--- src/rtl/bram_capture_ctrl.sv ---
// bram_capture_ctrl
// -----------------------------------------------------------------------------
// Acquisition controller that feeds the BRAM store stage. Software arms the
// block, it waits for a rising edge on the trigger and then stores one ADC A/B
// sample pair every `decimation` clocks. Each sample is presented as a
// registered data/address/write_enable triple. The address advances by
// ADDR_STEP bytes per sample. After the programmed number of samples the block
// parks in DONE and holds done high until the next arm, an abort or a reset.
//
// Ports
//   clk, rst       : system clock, synchronous active-high reset
//   arm, abort     : single-cycle software command pulses (abort has priority)
//   trigger        : level trigger, rising edge starts a capture when armed
//   num_samples    : sample count, latched on arm (0 or too large -> MAX_SAMPLES)
//   decimation     : store 1 of every N clocks, latched on arm (0 -> 1)
//   adc_a, adc_b   : 14-bit two's complement ADC channels
//   data_out_A/B   : registered sample pair for the BRAM
//   write_address  : byte address of the sample currently presented
//   write_enable   : one-cycle strobe per stored sample
//   busy, done     : status for the PS register bank
//   sample_count   : samples stored so far in this acquisition
// -----------------------------------------------------------------------------
module bram_capture_ctrl #(
  parameter logic [31:0] ADDR_BASE   = 32'h0000_0000,
  parameter int unsigned ADDR_STEP   = 4,
  parameter int unsigned MAX_SAMPLES = 16384,
  parameter int unsigned CNT_W       = 15
) (
  input  logic             clk,
  input  logic             rst,
  input  logic             arm,
  input  logic             abort,
  input  logic             trigger,
  input  logic [CNT_W-1:0] num_samples,
  input  logic [15:0]      decimation,
  input  logic [13:0]      adc_a,
  input  logic [13:0]      adc_b,
  output logic [13:0]      data_out_A,
  output logic [13:0]      data_out_B,
  output logic [31:0]      write_address,
  output logic             write_enable,
  output logic             busy,
  output logic             done,
  output logic [CNT_W-1:0] sample_count
);

  typedef enum logic [1:0] {
    IDLE    = 2'd0,
    ARMED   = 2'd1,
    CAPTURE = 2'd2,
    DONE    = 2'd3
  } state_t;

  localparam logic [CNT_W-1:0] MAX_CNT  = CNT_W'(MAX_SAMPLES);
  localparam logic [CNT_W-1:0] CNT_ONE  = CNT_W'(1);
  localparam logic [31:0]      STEP_32  = 32'(ADDR_STEP);

  state_t           state;
  logic             trig_prev;
  logic [15:0]      dec_cnt;
  logic [15:0]      dec_lat;
  logic [CNT_W-1:0] num_lat;

  logic             trig_edge;
  logic             arm_ok;
  logic             strobe;
  logic             last_write;
  logic [CNT_W-1:0] next_count;
  logic [CNT_W-1:0] num_clamped;
  logic [15:0]      dec_clamped;
  logic [15:0]      dec_next;

  // Next-state helpers. A strobe happens whenever the decimation counter is at
  // zero while capturing; since the counter is cleared on arm, the first strobe
  // lands on the first clock after entering CAPTURE. The last write is the one
  // whose post-increment count reaches the latched sample total.
  always_comb begin
    trig_edge   = trigger & ~trig_prev;
    arm_ok      = arm & ((state == IDLE) | (state == DONE));
    strobe      = (state == CAPTURE) && (dec_cnt == 16'd0);
    next_count  = sample_count + CNT_ONE;
    last_write  = strobe && (next_count == num_lat);
    num_clamped = ((num_samples == '0) || (num_samples > MAX_CNT)) ? MAX_CNT : num_samples;
    dec_clamped = (decimation == 16'd0) ? 16'd1 : decimation;
    dec_next    = (dec_cnt == dec_lat - 16'd1) ? 16'd0 : dec_cnt + 16'd1;
  end

  // Single control process: state, status and the registered BRAM write
  // stream. write_enable defaults low every clock so it can only ever be a
  // one-cycle pulse. Abort outranks arm; arm is only honoured from IDLE or
  // DONE. busy/done are updated from the DONE state itself, so they change
  // one clock after the final write, together with write_enable falling.
  always_ff @(posedge clk) begin
    if (rst) begin
      state         <= IDLE;
      trig_prev     <= 1'b0;
      dec_cnt       <= 16'd0;
      dec_lat       <= 16'd1;
      num_lat       <= MAX_CNT;
      data_out_A    <= '0;
      data_out_B    <= '0;
      write_address <= ADDR_BASE;
      write_enable  <= 1'b0;
      busy          <= 1'b0;
      done          <= 1'b0;
      sample_count  <= '0;
    end else begin
      trig_prev    <= trigger;
      write_enable <= 1'b0;
      if (abort) begin
        state <= IDLE;
        busy  <= 1'b0;
        done  <= 1'b0;
      end else if (arm_ok) begin
        state         <= ARMED;
        num_lat       <= num_clamped;
        dec_lat       <= dec_clamped;
        sample_count  <= '0;
        dec_cnt       <= 16'd0;
        done          <= 1'b0;
        busy          <= 1'b1;
        write_address <= ADDR_BASE;
      end else begin
        case (state)
          IDLE: begin
            state <= IDLE;
          end
          ARMED: begin
            if (trig_edge) begin
              state <= CAPTURE;
            end
          end
          CAPTURE: begin
            dec_cnt <= dec_next;
            if (strobe) begin
              data_out_A    <= adc_a;
              data_out_B    <= adc_b;
              write_enable  <= 1'b1;
              write_address <= ADDR_BASE + STEP_32 * 32'(sample_count);
              sample_count  <= next_count;
              if (last_write) begin
                state <= DONE;
              end
            end
          end
          DONE: begin
            busy <= 1'b0;
            done <= 1'b1;
          end
          default: begin
            state <= IDLE;
          end
        endcase
      end
    end
  end

endmodule

--- config.mk ---
export PLATFORM = sky130hd
export DESIGN_NAME = bram_capture_ctrl
export DESIGN_NICKNAME = d
export VERILOG_FILES = /design/src/rtl/bram_capture_ctrl.sv
export SDC_FILE = /design/constraint.sdc
export NUM_CORES = 1
export LEC_CHECK = 0
export CAP_MARGIN = 20
export CELL_PAD_IN_SITES_DETAIL_PLACEMENT = 2
export CELL_PAD_IN_SITES_GLOBAL_PLACEMENT = 2
export CORE_AREA = 3 3 117 203
export CTS_BUF_LIST = sky130_fd_sc_hd__clkbuf_8
export DETAILED_ROUTE_END_ITERATION = 10
export DIE_AREA = 0 0 120 206
export GPL_TIMING_DRIVEN = 0
export PLACE_DENSITY = 0.73
export SYNTH_ARGS = -nofsm -noshare
export SYNTH_HDL_FRONTEND = slang
export SYNTH_SLANG_ARGS = --single-unit
--- constraint.sdc ---
create_clock -name clk -period 2.66 [get_ports clk]
set_input_delay 0.665 -clock clk [delete_from_list [all_inputs] [get_ports clk]]
set_output_delay 0.665 -clock clk [all_outputs]
set_load 0.005 [all_outputs]
==> results of run 1 <==
-- cell type report --
cell class,instances,area [um2],share of cell area (%)
clock buffer,10,138,1.70
clock inverter,6,61.3,0.757
multi-input combinational,540,3390,41.9
inverter,10,37.5,0.463
tap,296,370,4.57
timing repair buffer,155,1490,18.4
sequential,111,2260,27.9
buffer,60,352,4.34
-- repair_timing --
item,in CTS,in global routing
gates cloned,0,1
setup endpoints to repair,80,74
gates resized for setup,57,30
pin swaps,16,7
buffers inserted,14,17
-- cells in the final DEF (no fill, tap or decap), drive strengths merged, types with 9 or more instances in the layout --
master | netlist | routed
a21oi | 77 | 77
a22oi | 27 | 27
a31oi | 18 | 18
and3 | 11 | 11
buf | 26 | 56
clkbuf | 43 | 46
clkdlybuf4s50 | 0 | 122
conb | 1 | 17
dfxtp | 111 | 111
ha | 9 | 9
inv | 10 | 13
nand2 | 111 | 111
nand2b | 13 | 13
nand3 | 14 | 14
nand3b | 11 | 11
nor2 | 63 | 63
nor3 | 15 | 15
nor4 | 12 | 12
o21ai | 13 | 13
xnor2 | 29 | 29
xor2 | 15 | 15
-- per-layer routing --
layer	vias to the layer above	wire, um	share of wire [%]
met1	2926	8260	36
met2	121	13400	58
li1	2813	-	-
met5	-	0	0
met3	42	615	2.7
met4	0	836	3.6
-- path summary, 6_finish.rpt --
| check | from | to | slack, ns | cells after the start |
|---|---|---|---|---|
| max reg2reg | dec_lat[2] | dec_cnt[10] | -0.08 | 9 |
| max | dec_lat[2] | dec_cnt[10] | -0.08 | 9 |
| min | data_out_B[8] | data_out_B[8] | 0.46 | 2 |
| min reg2reg | data_out_B[8] | data_out_B[8] | 0.46 | 2 |
-- report_power, final --
part / switching [mW] / internal (mW)
Combinational: 0.243 / 0.242
Clock: 0.663 / 0.460
Sequential: 0.0294 / 1.68
-- cells by family (layout without fill, tap and decap cells) --
family | count (synthesis) | after routing | share of synthesized area, %
adder cells (fa/ha/maj) | 9 | 9 | 1.96
XOR/XNOR | 44 | 44 | 6.70
buffers and inverters | 79 | 241 | 6.91
AO/OA/AOI/OAI | 166 | 166 | 18.8
AND/OR/NAND/NOR | 296 | 296 | 25.5
flip-flops | 111 | 111 | 38.6
other | 1 | 17 | 0.0652
multiplexers | 8 | 8 | 1.46
-- state kept, by name, summed over array words and instances (netlist names) --
signal and flops:
state 2, data_out_A 14, write_address 15, num_lat 15, busy 1, dec_cnt 16, done 1, write_enable 1
dec_lat 16, data_out_B 14, sample_count 15, trig_prev 1
-- critical path, delay by kind of cell (launching register included) --
family	cells	cell delay [ns]
xor+xnor	1	0.15
compound gates	2	0.28
flops	1	0.36
buf+inv	1	0.13
simple gates	5	1.69
-- stage by stage --
stage	hold WS (ns)	cell area [um2]
finish	0.463	8100
global route	0.493	8100
CTS	0.470	7880
detailed placement	0.455	7420
global placement	0.441	7420
floorplan	0.443	5820
==> flow_metrics.env, run 1 <==
export IMPL_rsz0062_at_grt="yes"
export IMPL_drt_antenna_violating_nets=0
export IMPL_avgSynthCellArea_um2=8.06
export IMPL_initial_utilization_pct=25.9
export IMPL_arrival_ns=3.04
export IMPL_die_y_um=206
export IMPL_path_clk_slew_ns=0.13
export IMPL_grtUsageTotal_pct=18.5
export IMPL_grt_first_pass_wirelength_mm=35.7
export IMPL_dr_first_iter_drc_count=197
export IMPL_grt_max_degree=18
export IMPL_fin_cells=1188
export IMPL_fmax_mhz=365
export IMPL_cts_tree="yes"
export IMPL_setup_tns_ns=-0.566
export IMPL_critical_path_max_fanout=9
export IMPL_use_met3_pct=2.57
export IMPL_place_ws_ns=-0.785
export IMPL_layout_setup_ws_ns=-0.0797
export IMPL_power_density_nw_per_um2=409
export IMPL_min_path_type="flip-flop to flip-flop"
export IMPL_drt_pass1_iter_count=4
export IMPL_yosysSeqAreaShare_pct=38.6
export IMPL_worstPathRequired_ns=2.96
export IMPL_dp_hpwl_mm=17.4
export IMPL_rows=72
export IMPL_worstSetupEndpointType="flip-flop"
export IMPL_dp_cells=1149
export IMPL_slowest_stage="or4b_4"
export IMPL_syn2layout_area_growth_pct=40.8
export IMPL_period_needed_ns=2.74
export IMPL_finalWirelength_mm=23.1
export IMPL_total_power_mw=3.31
export IMPL_final_util_pct=36.4
export IMPL_nFillCells=2606
export IMPL_slew_headroom_pct=49.8
export IMPL_synth_edf_count=0
export IMPL_grt_pass1_vias=6588
export IMPL_synth_seq_cells=111
export IMPL_wl_per_cell_um=19.5
export IMPL_yosys_top_cells_count="dfxtp_1 (111), nand2_1 (111), a21oi_1 (77)"
export IMPL_cts_hold_buf=0
export IMPL_grtUsageMet1_pct=18.1
export IMPL_ys_warn_count=0
export IMPL_yosys_area_top_type_share_pct=38.6
export IMPL_cts_htree_levels=3
export IMPL_worstSkewPairLatency_ns=0.42
export IMPL_cts_sinks=111
export IMPL_cap_violations=0
export IMPL_timing_final_crit_share_pct=103
export IMPL_p_leak_nw=2.84
export IMPL_cts_root_buf="clkbuf_8"
export IMPL_run_status="finished with violations"
export IMPL_numPortBuffers=123
export IMPL_synthCells=714
export IMPL_nNetsFinal=960
export IMPL_insertedDiodeCount=0
export IMPL_synth_top_area_cell="dfxtp_1"
export IMPL_synth_main_ff_cell="dfxtp_1"
export IMPL_numCtsBuffers=9
export IMPL_via_per_inst=4.97
export IMPL_max_stage_delay_ns=0.63
export IMPL_drive_above_1_share_pct=15.6
export IMPL_crit_chain="buf_8 -> or4_4 -> nor3_4 -> xnor2_1 -> nand3_1 -> nand4b_1 -> or4b_4 -> a41oi_2 -> a31oi_1"
export IMPL_die_area_um2=24700
export IMPL_place_congestion=0.789
export IMPL_finClkSkew_ns=0.0283
export IMPL_io_pin_count=142
export IMPL_start_kind="flip-flop"
export IMPL_failed_checks="negative setup slack"
export IMPL_syn_area_um2=5750
export IMPL_busiest_layer="met2"
export IMPL_route_detailed_drc=0
export IMPL_grt_ovfl_total=0
export IMPL_die_w_um=120
export IMPL_setup_viol=13
export IMPL_hold_violations=0
export IMPL_ys_async_sr_fraction_pct=0
export IMPL_num_vias=5902
export IMPL_antenna_found_initial=0
export IMPL_peakVddDrop_v=0.000268
export IMPL_clock_path_buffers=2
export IMPL_synth_area_top_cells="dfxtp_1 (39%), nand2_1 (7.2%), a21oi_1 (6.7%), xnor2_1 (4.4%), nor2_1 (4.1%)"
export IMPL_core_area_um2=22300
export IMPL_crit_type="flip-flop to flip-flop"
export IMPL_synth_distinct_cells=64
export IMPL_use_met2_pct=37.4
export IMPL_worst_slew_pin_transition_ns=0.753
export IMPL_maxSlewViolCount=0
No activity file was read; power rests on OpenSTA's default activity.
==> run 2, diff against run 1 <==
--- a/config.mk
+++ b/config.mk
@@ -14,6 +14,7 @@
 export DIE_AREA = 0 0 120 206
 export GPL_TIMING_DRIVEN = 0
 export PLACE_DENSITY = 0.73
+export REMOVE_ABC_BUFFERS = 1
 export SYNTH_ARGS = -nofsm -noshare
 export SYNTH_HDL_FRONTEND = slang
 export SYNTH_SLANG_ARGS = --single-unit
==> flow_metrics.env, run 2 (synthesized netlist as in run 1, its figures left out) <==
export IMPL_run_status="finished with violations"
export IMPL_failed_checks="negative setup slack"
export IMPL_syn2layout_area_growth_pct=34.9
export IMPL_cts_hold_buf=0
export IMPL_initial_utilization_pct=25.9
export IMPL_dp_hpwl_mm=14.3
export IMPL_drt_pass1_iter_count=4
export IMPL_arrival_ns=3.07
export IMPL_worstSkewPairLatency_ns=0.41
export IMPL_max_stage_delay_ns=0.62
export IMPL_numCtsBuffers=9
export IMPL_crit_type="flip-flop to flip-flop"
export IMPL_holdPathStages=2
export IMPL_rr_worst_depth=9
export IMPL_switching_share_pct=28.9
export IMPL_period_needed_ns=2.80
export IMPL_top_regs="dec_cnt x16, dec_lat x16"
export IMPL_crit_chain="buf_6 -> or4_4 -> buf_6 -> o41ai_2 -> mux2_4 -> nand4b_1 -> or4b_4 -> a41oi_2 -> a31oi_1"
export IMPL_cts_tree="yes"
export IMPL_rsz0062_at_grt="yes"
export IMPL_slew_headroom_pct=56.2
export IMPL_drt_antenna_violating_nets=0
export IMPL_critPathTopFamily="simple AND/OR/NAND/NOR gates"
export IMPL_dr_first_iter_drc_count=165
export IMPL_holdWs_ns=0.463
export IMPL_final_util_pct=34.9
export IMPL_p_switching_mw=0.932
export IMPL_numPortBuffers=124
export IMPL_rows=72
export IMPL_nNetsFinal=900
export IMPL_wl_per_cell_um=18.7
export IMPL_layout_setup_ws_ns=-0.138
export IMPL_layout_cells_most_common_list="clkdlybuf4s50_1 (122), nand2_1 (110), dfxtp_1 (98)"
export IMPL_busiest_layer="met2"
export IMPL_min_path_type="flip-flop to flip-flop"
export IMPL_timing_final_crit_share_pct=105
export IMPL_grt_max_degree=83
export IMPL_pwr_share_seq_pct=53.1
export IMPL_route_detailed_drc=0
export IMPL_start_kind="flip-flop"
export IMPL_maxSlewViolCount=0
export IMPL_crit_start="dec_lat[0]"
export IMPL_crit_cells=9
export IMPL_peakVddDrop_v=0.000264
export IMPL_pwr_share_clk_pct=32.5
export IMPL_finClkSkew_ns=0.0209
export IMPL_final_common_cell="clkdlybuf4s50_1"
export IMPL_crit_buf_inv=2
export IMPL_clock_path_buffers=2
export IMPL_use_met2_pct=33.7
export IMPL_grt_pass1_vias=6075
export IMPL_insertedDiodeCount=0
export IMPL_slowest_stage="or4b_4"
export IMPL_cts_sinks=111
export IMPL_grt_ovfl_total=0
export IMPL_fmax_mhz=357
export IMPL_place_congestion=0.721
export IMPL_cts_htree_levels=3
export IMPL_grtUsageTotal_pct=16.7
export IMPL_hp_start="data_out_A[11]"
export IMPL_die_y_um=206
export IMPL_io_pin_count=142
export IMPL_critical_path_max_fanout=7
export IMPL_drive_above_1_share_pct=12.9
export IMPL_power_density_nw_per_um2=415
export IMPL_finalWirelength_mm=21.1
export IMPL_cap_violations=0
export IMPL_setup_tns_ns=-1.13
export IMPL_die_area_um2=24700
export IMPL_worstPathRequired_ns=2.94
export IMPL_p_int_mw=2.29
export IMPL_place_ws_ns=-0.969
export IMPL_p_leak_nw=2.64
export IMPL_via_per_inst=5.04
export IMPL_use_met3_pct=3.48
export IMPL_crit_path_frequent_cell="buf_6"
export IMPL_core_area_um2=22300
export IMPL_num_vias=5682
export IMPL_worstSetupEndpointType="flip-flop"
export IMPL_combPwrFrac_pct=14.3
export IMPL_path_clk_slew_ns=0.12
export IMPL_hold_violations=0
export IMPL_grt_first_pass_wirelength_mm=33.0
export IMPL_antenna_found_initial=0
export IMPL_worst_slew_pin_transition_ns=0.651
export IMPL_setup_viol=14
export IMPL_die_w_um=120
export IMPL_cts_root_buf="clkbuf_8"
export IMPL_rr_startpoint="dec_lat[0]"
export IMPL_grtUsageMet1_pct=16.6
-- run 2: cell types whose count changed in the layout (fill, tap and decap cells not counted), moves of 3 or more --
cell      previous run  this run
buf_4               47        18
a21oi_1             74        77
clkbuf_2             4         0
dfxtp_4              8         4
a21oi_2              3         0
clkbuf_1            30         0
-- run 2: worst paths after layout --
kind | end | slack [ns]
max | dec_cnt[10] | -0.14
min | data_out_A[11] | 0.46
max reg2reg | dec_cnt[10] | -0.14
min reg2reg | data_out_A[11] | 0.46
-- run 2: power groups by stage --
stage	Sequential, mW	Clock [mW]	Combinational, mW
6_report	1.71	1.05	0.462
5_1_grt	1.72	1.15	0.505
4_1_cts	1.71	1.11	0.439
3_5_place_dp	1.75	0	0.392
3_3_place_gp	1.75	0	0.373
2_1_floorplan	1.74	0	0.187
-- run 2: per-layer routing --
layer	wire (um)	vias to the layer above
met1	7700	2862
met4	443	0
met2	12100	101
met5	0	-
met3	806	23
li1	-	2696
-- run 2: final cells by class --
cell class	count	area (um2)
clock buffers	10	138
clock inverters	6	52.6
fillers	2576	14500
inverters	10	37.5
multi-input cells	543	3390
flip-flops and latches	111	2250
well taps	296	370
repair buffers	152	1530
-- run 2: tightest hold or removal path: stages (launching register included) --
cell	delay, ns
dfxtp_1	0.32
nand2_1	0.05
a21oi_1	0.05
-- run 2: metrics by stage --
| step | cells | cell area [um2] | total power, mW |
|---|---|---|---|
| 2_1_floorplan | 661 | 5450 | 1.93 |
| 6_report | 1128 | 7760 | 3.22 |
| 3_5_place_dp | 1086 | 7170 | 2.15 |
| 5_1_grt | 1128 | 7760 | 3.37 |
| 3_3_place_gp | 1081 | 7070 | 2.13 |
| 4_1_cts | 1123 | 7650 | 3.26 |
-- run 2: timing repair --
item | CTS | global route
setup endpoints to repair | 84 | 32
cloned | 4 | 1
pin swaps | 15 | 10
gates resized for setup | 44 | 19
endpoints found under the hold margin | 0 | 0
setup buffers | 17 | 4
